File: src/rtl/tx_flow_scheduler.sv
// tx_flow_scheduler: round-robin batch scheduler for per-flow TX FIFOs.
// Scans one flow per cycle and grants a flow whose occupancy covers a full
// batch (1, 2 or 4 entries). Once granted, the batch pops for grant_len
// consecutive cycles and cannot be shortened or extended.
// Optional feature: define TX_SCHED_FLUSH_EN to flush partial batches after
// FLUSH_TIMEOUT scan cycles without a grant.
module tx_flow_scheduler #(
  parameter int LMAX_NUM_OF_FLOWS = 3,
  parameter int LTX_FIFO_DEPTH    = 3,
  parameter int FLUSH_TIMEOUT     = 64
) (
  input  logic                                                   clk,
  input  logic                                                   resetn,
  input  logic                                                   start,
  input  logic [LMAX_NUM_OF_FLOWS-1:0]                           number_of_flows,
  input  logic [1:0]                                             l_tx_batch_size,
  input  logic [(2**LMAX_NUM_OF_FLOWS)*(LTX_FIFO_DEPTH+1)-1:0]   flow_dw_in,
  input  logic                                                   sRx_c1TxAlmFull,
  output logic [(2**LMAX_NUM_OF_FLOWS)-1:0]                      ff_pop_en,
  output logic                                                   grant_valid,
  output logic [LMAX_NUM_OF_FLOWS-1:0]                           grant_flow,
  output logic [2:0]                                             grant_len,
  output logic                                                   busy,
  output logic [31:0]                                            grant_cnt_out
);

  localparam int unsigned MAX_TX_FLOWS = 2**LMAX_NUM_OF_FLOWS;
  localparam int unsigned DW           = LTX_FIFO_DEPTH + 1;
  localparam int unsigned FW           = LMAX_NUM_OF_FLOWS;

  typedef enum logic [1:0] {
    SCHED_IDLE = 2'd0,
    SCHED_SCAN = 2'd1,
    SCHED_POP  = 2'd2
  } sched_state_e;

  sched_state_e            state_q, state_d;
  logic [FW-1:0]           scan_ptr_q, scan_ptr_d;
  logic [MAX_TX_FLOWS-1:0] ff_pop_en_q, ff_pop_en_d;
  logic                    grant_valid_q, grant_valid_d;
  logic [FW-1:0]           grant_flow_q, grant_flow_d;
  logic [2:0]              grant_len_q, grant_len_d;
  logic [31:0]             grant_cnt_q, grant_cnt_d;
  logic [2:0]              pop_left_q, pop_left_d;
  logic [FW-1:0]           nflows_q, nflows_d;

  logic [DW-1:0]           dw_arr [MAX_TX_FLOWS];
  logic [DW-1:0]           cur_dw;
  logic [2:0]              batch_len;
  logic                    full_ok;
  logic                    take;
  logic [2:0]              take_len;
  logic [FW-1:0]           scan_next;
  logic [FW-1:0]           after_batch_ptr;

  // Unpack the per-flow occupancy bus
  always_comb begin
    for (int unsigned i = 0; i < MAX_TX_FLOWS; i++) begin
      dw_arr[i] = flow_dw_in[i*DW +: DW];
    end
  end

  // Decode log2 batch size; code 3 is treated as 2 (batch of 4)
  always_comb begin
    case (l_tx_batch_size)
      2'd0:    batch_len = 3'd1;
      2'd1:    batch_len = 3'd2;
      default: batch_len = 3'd4;
    endcase
  end

  assign cur_dw  = dw_arr[scan_ptr_q];
  assign full_ok = ({3'b000, cur_dw} >= {{DW{1'b0}}, batch_len});

  // Pointer wrap uses live flow count while scanning, sampled count after a batch
  assign scan_next       = (scan_ptr_q >= number_of_flows) ? '0 : scan_ptr_q + FW'(1);
  assign after_batch_ptr = (grant_flow_q >= nflows_q) ? '0 : grant_flow_q + FW'(1);

`ifdef TX_SCHED_FLUSH_EN
  logic [15:0] idle_cnt_q, idle_cnt_d;
  logic        flush_ok;
  logic [2:0]  flush_len;

  // Partial occupancy is below a full batch (at most 3), so the flush length is 1 or 2
  assign flush_ok  = (idle_cnt_q >= 16'(FLUSH_TIMEOUT)) && (cur_dw != '0) && !full_ok;
  assign flush_len = (cur_dw >= DW'(2)) ? 3'd2 : 3'd1;
  assign take      = !sRx_c1TxAlmFull && (full_ok || flush_ok);
  assign take_len  = full_ok ? batch_len : flush_len;

  // Count scan cycles without a grant; saturate rather than wrap
  always_comb begin
    idle_cnt_d = idle_cnt_q;
    if ((state_q == SCHED_SCAN) && start) begin
      if (take) begin
        idle_cnt_d = '0;
      end else if (idle_cnt_q != '1) begin
        idle_cnt_d = idle_cnt_q + 16'd1;
      end
    end
  end

  // Idle counter register
  always_ff @(posedge clk or negedge resetn) begin
    if (!resetn) begin
      idle_cnt_q <= '0;
    end else begin
      idle_cnt_q <= idle_cnt_d;
    end
  end
`else
  assign take     = !sRx_c1TxAlmFull && full_ok;
  assign take_len = batch_len;
`endif

  // Next-state and registered-output logic for the scheduler FSM
  always_comb begin
    state_d       = state_q;
    scan_ptr_d    = scan_ptr_q;
    ff_pop_en_d   = ff_pop_en_q;
    grant_valid_d = 1'b0;
    grant_flow_d  = grant_flow_q;
    grant_len_d   = grant_len_q;
    grant_cnt_d   = grant_cnt_q;
    pop_left_d    = pop_left_q;
    nflows_d      = nflows_q;
    case (state_q)
      SCHED_IDLE: begin
        if (start) begin
          state_d = SCHED_SCAN;
        end
      end
      SCHED_SCAN: begin
        if (!start) begin
          state_d = SCHED_IDLE;
        end else if (take) begin
          state_d                 = SCHED_POP;
          grant_valid_d           = 1'b1;
          grant_flow_d            = scan_ptr_q;
          grant_len_d             = take_len;
          ff_pop_en_d             = '0;
          ff_pop_en_d[scan_ptr_q] = 1'b1;
          pop_left_d              = take_len - 3'd1;
          grant_cnt_d             = grant_cnt_q + 32'd1;
          nflows_d                = number_of_flows;
        end else begin
          scan_ptr_d = scan_next;
        end
      end
      SCHED_POP: begin
        if (pop_left_q == 3'd0) begin
          ff_pop_en_d = '0;
          scan_ptr_d  = after_batch_ptr;
          state_d     = start ? SCHED_SCAN : SCHED_IDLE;
        end else begin
          pop_left_d = pop_left_q - 3'd1;
        end
      end
      default: begin
        state_d     = SCHED_IDLE;
        ff_pop_en_d = '0;
      end
    endcase
  end

  // Scheduler state and output registers
  always_ff @(posedge clk or negedge resetn) begin
    if (!resetn) begin
      state_q       <= SCHED_IDLE;
      scan_ptr_q    <= '0;
      ff_pop_en_q   <= '0;
      grant_valid_q <= 1'b0;
      grant_flow_q  <= '0;
      grant_len_q   <= 3'd1;
      grant_cnt_q   <= '0;
      pop_left_q    <= '0;
      nflows_q      <= '0;
    end else begin
      state_q       <= state_d;
      scan_ptr_q    <= scan_ptr_d;
      ff_pop_en_q   <= ff_pop_en_d;
      grant_valid_q <= grant_valid_d;
      grant_flow_q  <= grant_flow_d;
      grant_len_q   <= grant_len_d;
      grant_cnt_q   <= grant_cnt_d;
      pop_left_q    <= pop_left_d;
      nflows_q      <= nflows_d;
    end
  end

  assign ff_pop_en     = ff_pop_en_q;
  assign grant_valid   = grant_valid_q;
  assign grant_flow    = grant_flow_q;
  assign grant_len     = grant_len_q;
  assign busy          = (state_q == SCHED_POP);
  assign grant_cnt_out = grant_cnt_q;

endmodule

File: config.mk
export PLATFORM = sky130hd
export DESIGN_NAME = tx_flow_scheduler
export DESIGN_NICKNAME = d
export VERILOG_FILES = /design/src/rtl/tx_flow_scheduler.sv
export SDC_FILE = /design/constraint.sdc
export NUM_CORES = 1
export LEC_CHECK = 0
export CAP_MARGIN = 30
export CORE_MARGIN = 1
export CORE_UTILIZATION = 35
export DETAILED_ROUTE_END_ITERATION = 8
export PLACE_DENSITY = 0.66
export SLEW_MARGIN = 20
export SYNTH_ARGS = -nofsm -noshare
export SYNTH_HDL_FRONTEND = slang
export SYNTH_SLANG_ARGS = --single-unit
File: constraint.sdc
create_clock -name clk -period 4.4 [get_ports clk]
set_input_delay 0.44 -clock clk [delete_from_list [all_inputs] [get_ports clk]]
set_output_delay 0.44 -clock clk [all_outputs]
set_load 0.05 [all_outputs]
### After elaboration in Yosys (flattened, before gate mapping)

Cells that the tools add are included.

| word-level totals | value |
|---|---|
| bits in registers | 58 |
| bits in latches | 0 |
| bits in writable memories | 0 |
| memory bits (read-only) | 0 |
| bits of input ports | 41 |
| output and inout bits | 48 |
| logic and storage cells | 73 |
| memories | 0 |

| cells by class | value |
|---|---|
| add/subtract/negate cells | 5 |
| $mul | 0 |
| divide/modulo/power cells | 0 |
| magnitude comparators | 6 |
| equality and inequality tests | 10 |
| shift-type cells | 0 |
| multiplexer cells | 29 |
| bitwise gates (word level) | 2 |
| reductions and logical operators | 12 |

Operators by type and width:

| kind | count |
|---|---|
| $add 32x1->32 const B | 1 |
| $mux 3 | 8 |
| $mux 8 | 3 |
| $pmux 8 s3 | 1 |
| $pmux 3 s2 | 3 |
| $bmux 4 s3 | 1 |
| $reduce_and 4->1 | 3 |
| $ne 2x2->1 const B | 5 |
| $mux 2 | 4 |
| $mux 4 | 2 |
| $add 3x1->3 const B | 2 |
| $ge 3x3->1 | 2 |
| $pmux 2 s3 | 1 |
| $reduce_and 3->1 | 2 |
| $sub 3x1->3 const B | 2 |
| $mux 1 | 5 |
| $eq 2x1->1 const B | 2 |
| $ge 4x3->1 | 1 |
| $ge 4x4->1 const B | 1 |
| $logic_not 2->1 | 2 |
| $lt 3x4->1 const B | 1 |
| $not 3->4 | 1 |
| $demux 1 s3 | 1 |
| $ge 3x1->1 const B | 1 |
| other kinds (8) | 9 |

### Depth between registers and ports, before layout

| depth | value |
|---|---|
| word-level depth | 9 |
| gate-level depth with buffers | 13 |

### Least setup slack after synthesis

No wires, ideal clock.

| timing path | value |
|---|---|
| path type | register -> register |
| from | register scan_ptr_q[1] |
| to | register pop_left_q[0] |
| library setup time | 0.125 ns |
| arrival | 3.302 ns |
| data required time | 4.275 ns |
| path slack | 0.973 ns |
| stages on the path, launching flop included | 13 |
| buffers on the path | 2 |
| period minus slack after synthesis | 3.427 ns |
| cell sequence | dfrtp_1 clkbuf_1 clkbuf_1 nor2_1 a311oi_1 a21oi_1 a21oi_1 ha_1 or3b_1 a221oi_4 a21oi_2 o21ai_1 mux2_2 |

| between the ends | value |
|---|---|
| word-level cells in the longest chain between the ends | 8 |

Ends and longest elaborated chain:

| what | RTL line | RTL |
|---|---|---|
| from (decl) | 38 | `logic [FW-1:0] scan_ptr_q, scan_ptr_d;` |
| from (signal assigned) | 179 | `scan_ptr_q <= scan_ptr_d;` |
| $not 3->4 (not written as such) | 72 | `assign cur_dw = dw_arr[scan_ptr_q];` |
| $bmux 4 s3 | 72 |  |
| $mux 4 (not written as such) (2 in series) | 72 |  |
| $ge 4x3->1 | 73 | `assign full_ok = ({3'b000, cur_dw} >= {{DW{1'b0}}, batch_len});` |
| $logic_and 1x1->1 | 111 | `assign take = !sRx_c1TxAlmFull && full_ok;` |
| $ne 2x2->1 (no source line) | - |  |
| $reduce_and 4->1 (no source line) | - |  |
| to (signal assigned) | 185 | `pop_left_q <= pop_left_d;` |
| to (decl) | 44 | `logic [2:0] pop_left_q, pop_left_d;` |

Every way passes these cells. The select of a mux whose other input is x is not followed.
A chain may end at the register's enable or synchronous reset.

### Worst setup path in the final report

| timing path | value |
|---|---|
| from | register scan_ptr_q[0] |
| to | register ff_pop_en_q[2] (netlist: ff_pop_en[2]) |

| between the ends | value |
|---|---|
| word-level cells in the longest chain between the ends | 8 |
| elaborated cells on any way between the ends | 16 |
| those cells by class | order compare: 3; eq/ne: 1; mux: 8; bitwise: 1; reduce/logical: 3 |

Ends and longest elaborated chain:

| what | RTL line | RTL |
|---|---|---|
| $not 3->4 (not written as such) | 72 |  |
| $bmux 4 s3 | 72 |  |
| $mux 4 (not written as such) (2 in series) | 72 |  |
| $ge 4x3->1 | 73 |  |
| $logic_and 1x1->1 | 111 |  |
| $ne 2x2->1 (no source line) | - |  |
| $reduce_and 4->1 (no source line) | - |  |
| to (signal assigned) | 180 | `ff_pop_en_q <= ff_pop_en_d;` |
| to (decl) | 39 | `logic [MAX_TX_FLOWS-1:0] ff_pop_en_q, ff_pop_en_d;` |

Parallel ways exist; a longest one is shown, timed or not. The select of a mux whose other input is x is not followed.

==> results.txt <==
----------------------------------------------------
[STA]
  Number of setup violations in the final report ... 0
  Unrepaired setup endpoints after global routing ... no
  Worst clock skew on the final layout ... ~0.010 ns
  Maximum achievable frequency ... about 260 MHz
  Least-Margin Pin Slew ... approximately 0.83 ns
  Final period util ... 0.865
  Sum of negative setup slack ... 0 ns
  Count of final hold-check violations ... 0
  Final worst setup slack ... 0.595 ns
  Final critical delay including setup and external delays ... about 3.8 ns
  Max-Slew Margin vs Limit ... 0.448
  Number of slew-limit violations in the final report ... 0

[Clock tree]
  Max Root-Sink Buffers ... 2
  CTS Sinks ... 58
  Num CTS Buffers ... 9
  CTS tree ... done
  Deepest level of the CTS H-tree ... 3
  Hold buffer count at cts ... 0
  CTS resizes ... 0
  Post-CTS Repair Setup Buffers ... 0
  Clock latency at the later pin of the worst-skew pair ... 0.34 ns
  Clk slew on worst S/H paths ... about 0.07 ns
  Clk Tree Root Cell ... clkbuf_8

[Global routing]
  First-pass GRT wire length ... ~13,000 um
  Global routing usage summed across all routing layers ... 0.170
  Via count of the first global-routing pass ... 2,587
  Total congestion overflow after global routing ... 0
  Pin count of the biggest net entering global routing ... just under 60
  Antenna violations before repair ... 0

[Critical path]
  Dominant cell type by count on the critical path ... a21oi_1
  Category of the critical setup timing path ... flip-flop to flip-flop
  Crit-path max cell delay ... approximately 0.67 ns
  Depth of the worst register-to-register path ... 11
  Slowest CP cell ... dfrtp_1
  Worst endpoint data arrival time ... a little over 4 ns
  Reg-to-reg startpoint ... scan_ptr_q[0]$_DFFE_PN0P_
  Worst Setup Start Kind ... flip-flop
  Top fanout value on the critical path ... 13
  Worst EP required ... about 4.7 ns
  Endpoint class of the critical path ... flip-flop
  Critical register-to-register path endpoint ... ff_pop_en[2]$_DFFE_PN0P_
  Ordered list of cells on the worst path ... mux2i_1 > nor2_1 > a311oi_1 > a21oi_1 > a21oi_1 > ha_1 > or3b_1 > a221oi_4 > a21oi_2 > a31oi_1 > a22o_1
  R2R Setup Slk ... between 0.5 and 0.6 ns

[Yosys]
  Number of synthesized flops with an enable pin ... 0
  Arithmetic-cell share of the synthesized area counting full adders, half adders and majority gates ... 0.0502
  Mux share of post-synthesis cell area ... 0.0808
  Largest family of logic cells by synthesized area ... simple AND/OR/NAND/NOR gates
  Parity-gate share of the synthesized area counting xor and xnor cells ... 0.0866
  Portion of the post-synthesis area used by sequential elements ... 0.449
  Dominant register cell in the synthesized netlist ... dfrtp_1
  Syn_nets ... 357
  Most frequent cells after synthesis ... dfrtp_1, xnor2_1, nand2_1
  Post-Synthesis Cells ... between 300 and 400
  Number of distinct library cells after synthesis ... 57
  Most frequent cell after synthesis ... dfrtp_1
  Asr flop ratio synth ... 1.00
  Number of synthesis warnings ... 0
  Total standard cell area after synthesis ... 3240 um^2
  Top cells by area, synth ... dfrtp_1, xnor2_1, ha_1
  Flip-flop and latch count after synthesis ... just under 60
  Synth area leader ... dfrtp_1
  Post-synthesis compound-gate area fraction ... 0.136
  Post-Syn Area per Cell ... 10.7 um^2
  Simple-gate area share of the yosys netlist ... 0.163
  Area share of the leading cell type in the synthesized netlist ... 0.440

[Place]
  Count of port buffers added during placement ... 88
  HPWL Detailed ... ~6000 um
  Inst Count DP ... just under 500
  Pre-CTS setup slack ... around 0.51 ns
  Placer Congestion ... about 0.8

[Detailed routing]
  Average wire per standard cell ... 15.7 um
  Residual antenna-violating net count after detailed routing ... 0
  Number of DRC violations after detailed-routing iteration 0 ... 83
  Mean number of vias per cell ... 5.15
  Via count ... approximately 2,600
  Post-Route WL ... between 7000 and 8000 um
  Number of detailed-route iterations in the first pass ... 6
  Post-route DRC violation count ... 0

[Layout]
  Non-filler cells, final ... ~510
  Filler cell count in the final layout ... 827
  Net count of the finished layout ... around 450
  N_diodes ... 0
  Fraction of final layout cells with drive strength greater than 1 ... 0.105
  Area Growth Syn to Fin ... 37.7%

[Floorplan]
  Area enclosed by the die boundary ... 9640 um^2
  Initial core utilization ... 0.366
  Core Rows ... 34
  Height of the die ... 98.2 um
  IO Count ... 89
  X dimension of the die ... just under 100 um
  Floorplan Core Area ... 8850 um^2

[Power]
  Clock share of power ... 0.241
  Proportion of total power due to net switching ... 0.399
  Combinational group share of total power ... 0.436
  Power per cell area ... between 500 and 600 nW/um^2
  Flop pwr share ... 0.323
  Post-layout power ... 0.00245 W
  LEAKAGE ... 1.92 nW
  VDD IR max ... between 400 and 500 uV
  Cell Int Power ... ~0.0015 W
  Switching power ... roughly 0.001 W

[Worst hold path]
  Hold/Removal Path Class ... input port to asynchronous set/reset pin

[Status]
  Outcome ... complete, no violations

[Run]
  # Max-Cap Violations ... 0

----------------------------------------------------
area by class of cell:
| type | instances | area (um^2) | area share |
|---|---|---|---|
| Tap cell | 108 | 135 | 0.0303 |
| Clock buffer | 11 | 131 | 0.0295 |
| Clock inverter | 5 | 103 | 0.0230 |
| Sequential cell | 58 | 1450 | 0.326 |
| Multi-Input combinational cell | 216 | 1670 | 0.375 |
| Inverter | 18 | 67.6 | 0.0152 |
| Timing Repair Buffer | 91 | 898 | 0.202 |
power by group through the flow:
stage,logic [W],clock network (W),registers (W)
6_report,0.00107,0.000590,0.000793
5_1_grt,0.00116,0.000623,0.000812
4_1_cts,0.00108,0.000602,0.000793
3_5_place_dp,0.00107,0,0.000801
3_3_place_gp,0.00105,0,0.000796
2_1_floorplan,0.000590,0,0.000951
worst max-delay path, delay by kind of cell (launching register included):
kind            cells  cell delay, ns
compound gates      7            2.12
fa+ha+maj           1            0.24
flops               1            0.67
mux                 1            0.25
simple gates        2            0.44
layer usage:
layer  GRT usage  wire, um
met5           0         0
met4      0.0677       152
met3      0.0272       230
met2       0.288      3960
met1       0.218      3600
worst max-delay path by stage:
stage                                         start                   endpoint  cells past startpoint
after floorplan           scan_ptr_q[1]$_DFFE_PN0P_  pop_left_q[0]$_DFFE_PN0P_                     12
after global placement                flow_dw_in[4]   ff_pop_en[4]$_DFFE_PN0P_                     12
after detailed placement              flow_dw_in[4]   ff_pop_en[0]$_DFFE_PN0P_                     12
after CTS                 scan_ptr_q[0]$_DFFE_PN0P_   ff_pop_en[2]$_DFFE_PN0P_                     11
after global routing      scan_ptr_q[0]$_DFFE_PN0P_   ff_pop_en[7]$_DFFE_PN0P_                     11
final                     scan_ptr_q[0]$_DFFE_PN0P_   ff_pop_en[2]$_DFFE_PN0P_                     11
sequential cells by signal, summed over array words and instances, names as in the netlist:
name           flops
grant_cnt_out     32
nflows_q           3
grant_valid        1
grant_flow         3
pop_left_q         3
ff_pop_en          8
scan_ptr_q         3
state_q            2
grant_len          3
stage by stage:
step                      hold slack, ns  area [um^2]   util
after floorplan                    0.144         3240      -
after global placement             0.460         4220  0.477
after detailed placement           0.469         4220  0.477
after CTS                          0.278         4460  0.504
after global routing               0.318         4460  0.504
final                              0.255         4460  0.504
kinds of logic after synthesis:
logic type | Yosys count
AO/OA/AOI/OAI | 52
XOR/XNOR | 32
adder cells (fa/ha/maj) | 13
buffers and inverters | 29
flip-flops | 58
multiplexers | 21
AND/OR/NAND/NOR | 98
layout by cell type, fill, tap and decap left out, drive strengths merged, types with 3 or more instances in the layout:
cell,count
buf,4
nand3,11
nor2b,4
clkdlybuf4s50,87
and3,7
clkbuf,11
mux2,11
inv,17
nor2,18
mux4,3
and2,6
o21ai,8
dfrtp,57
a21o,3
a22o,4
bufinv,3
xor2,8
nand2b,6
mux2i,7
a22oi,3
nand2,19
nand4,13
ha,13
xnor2,24
nor3,7
a21oi,7
Power figures use the tool's default switching activity.
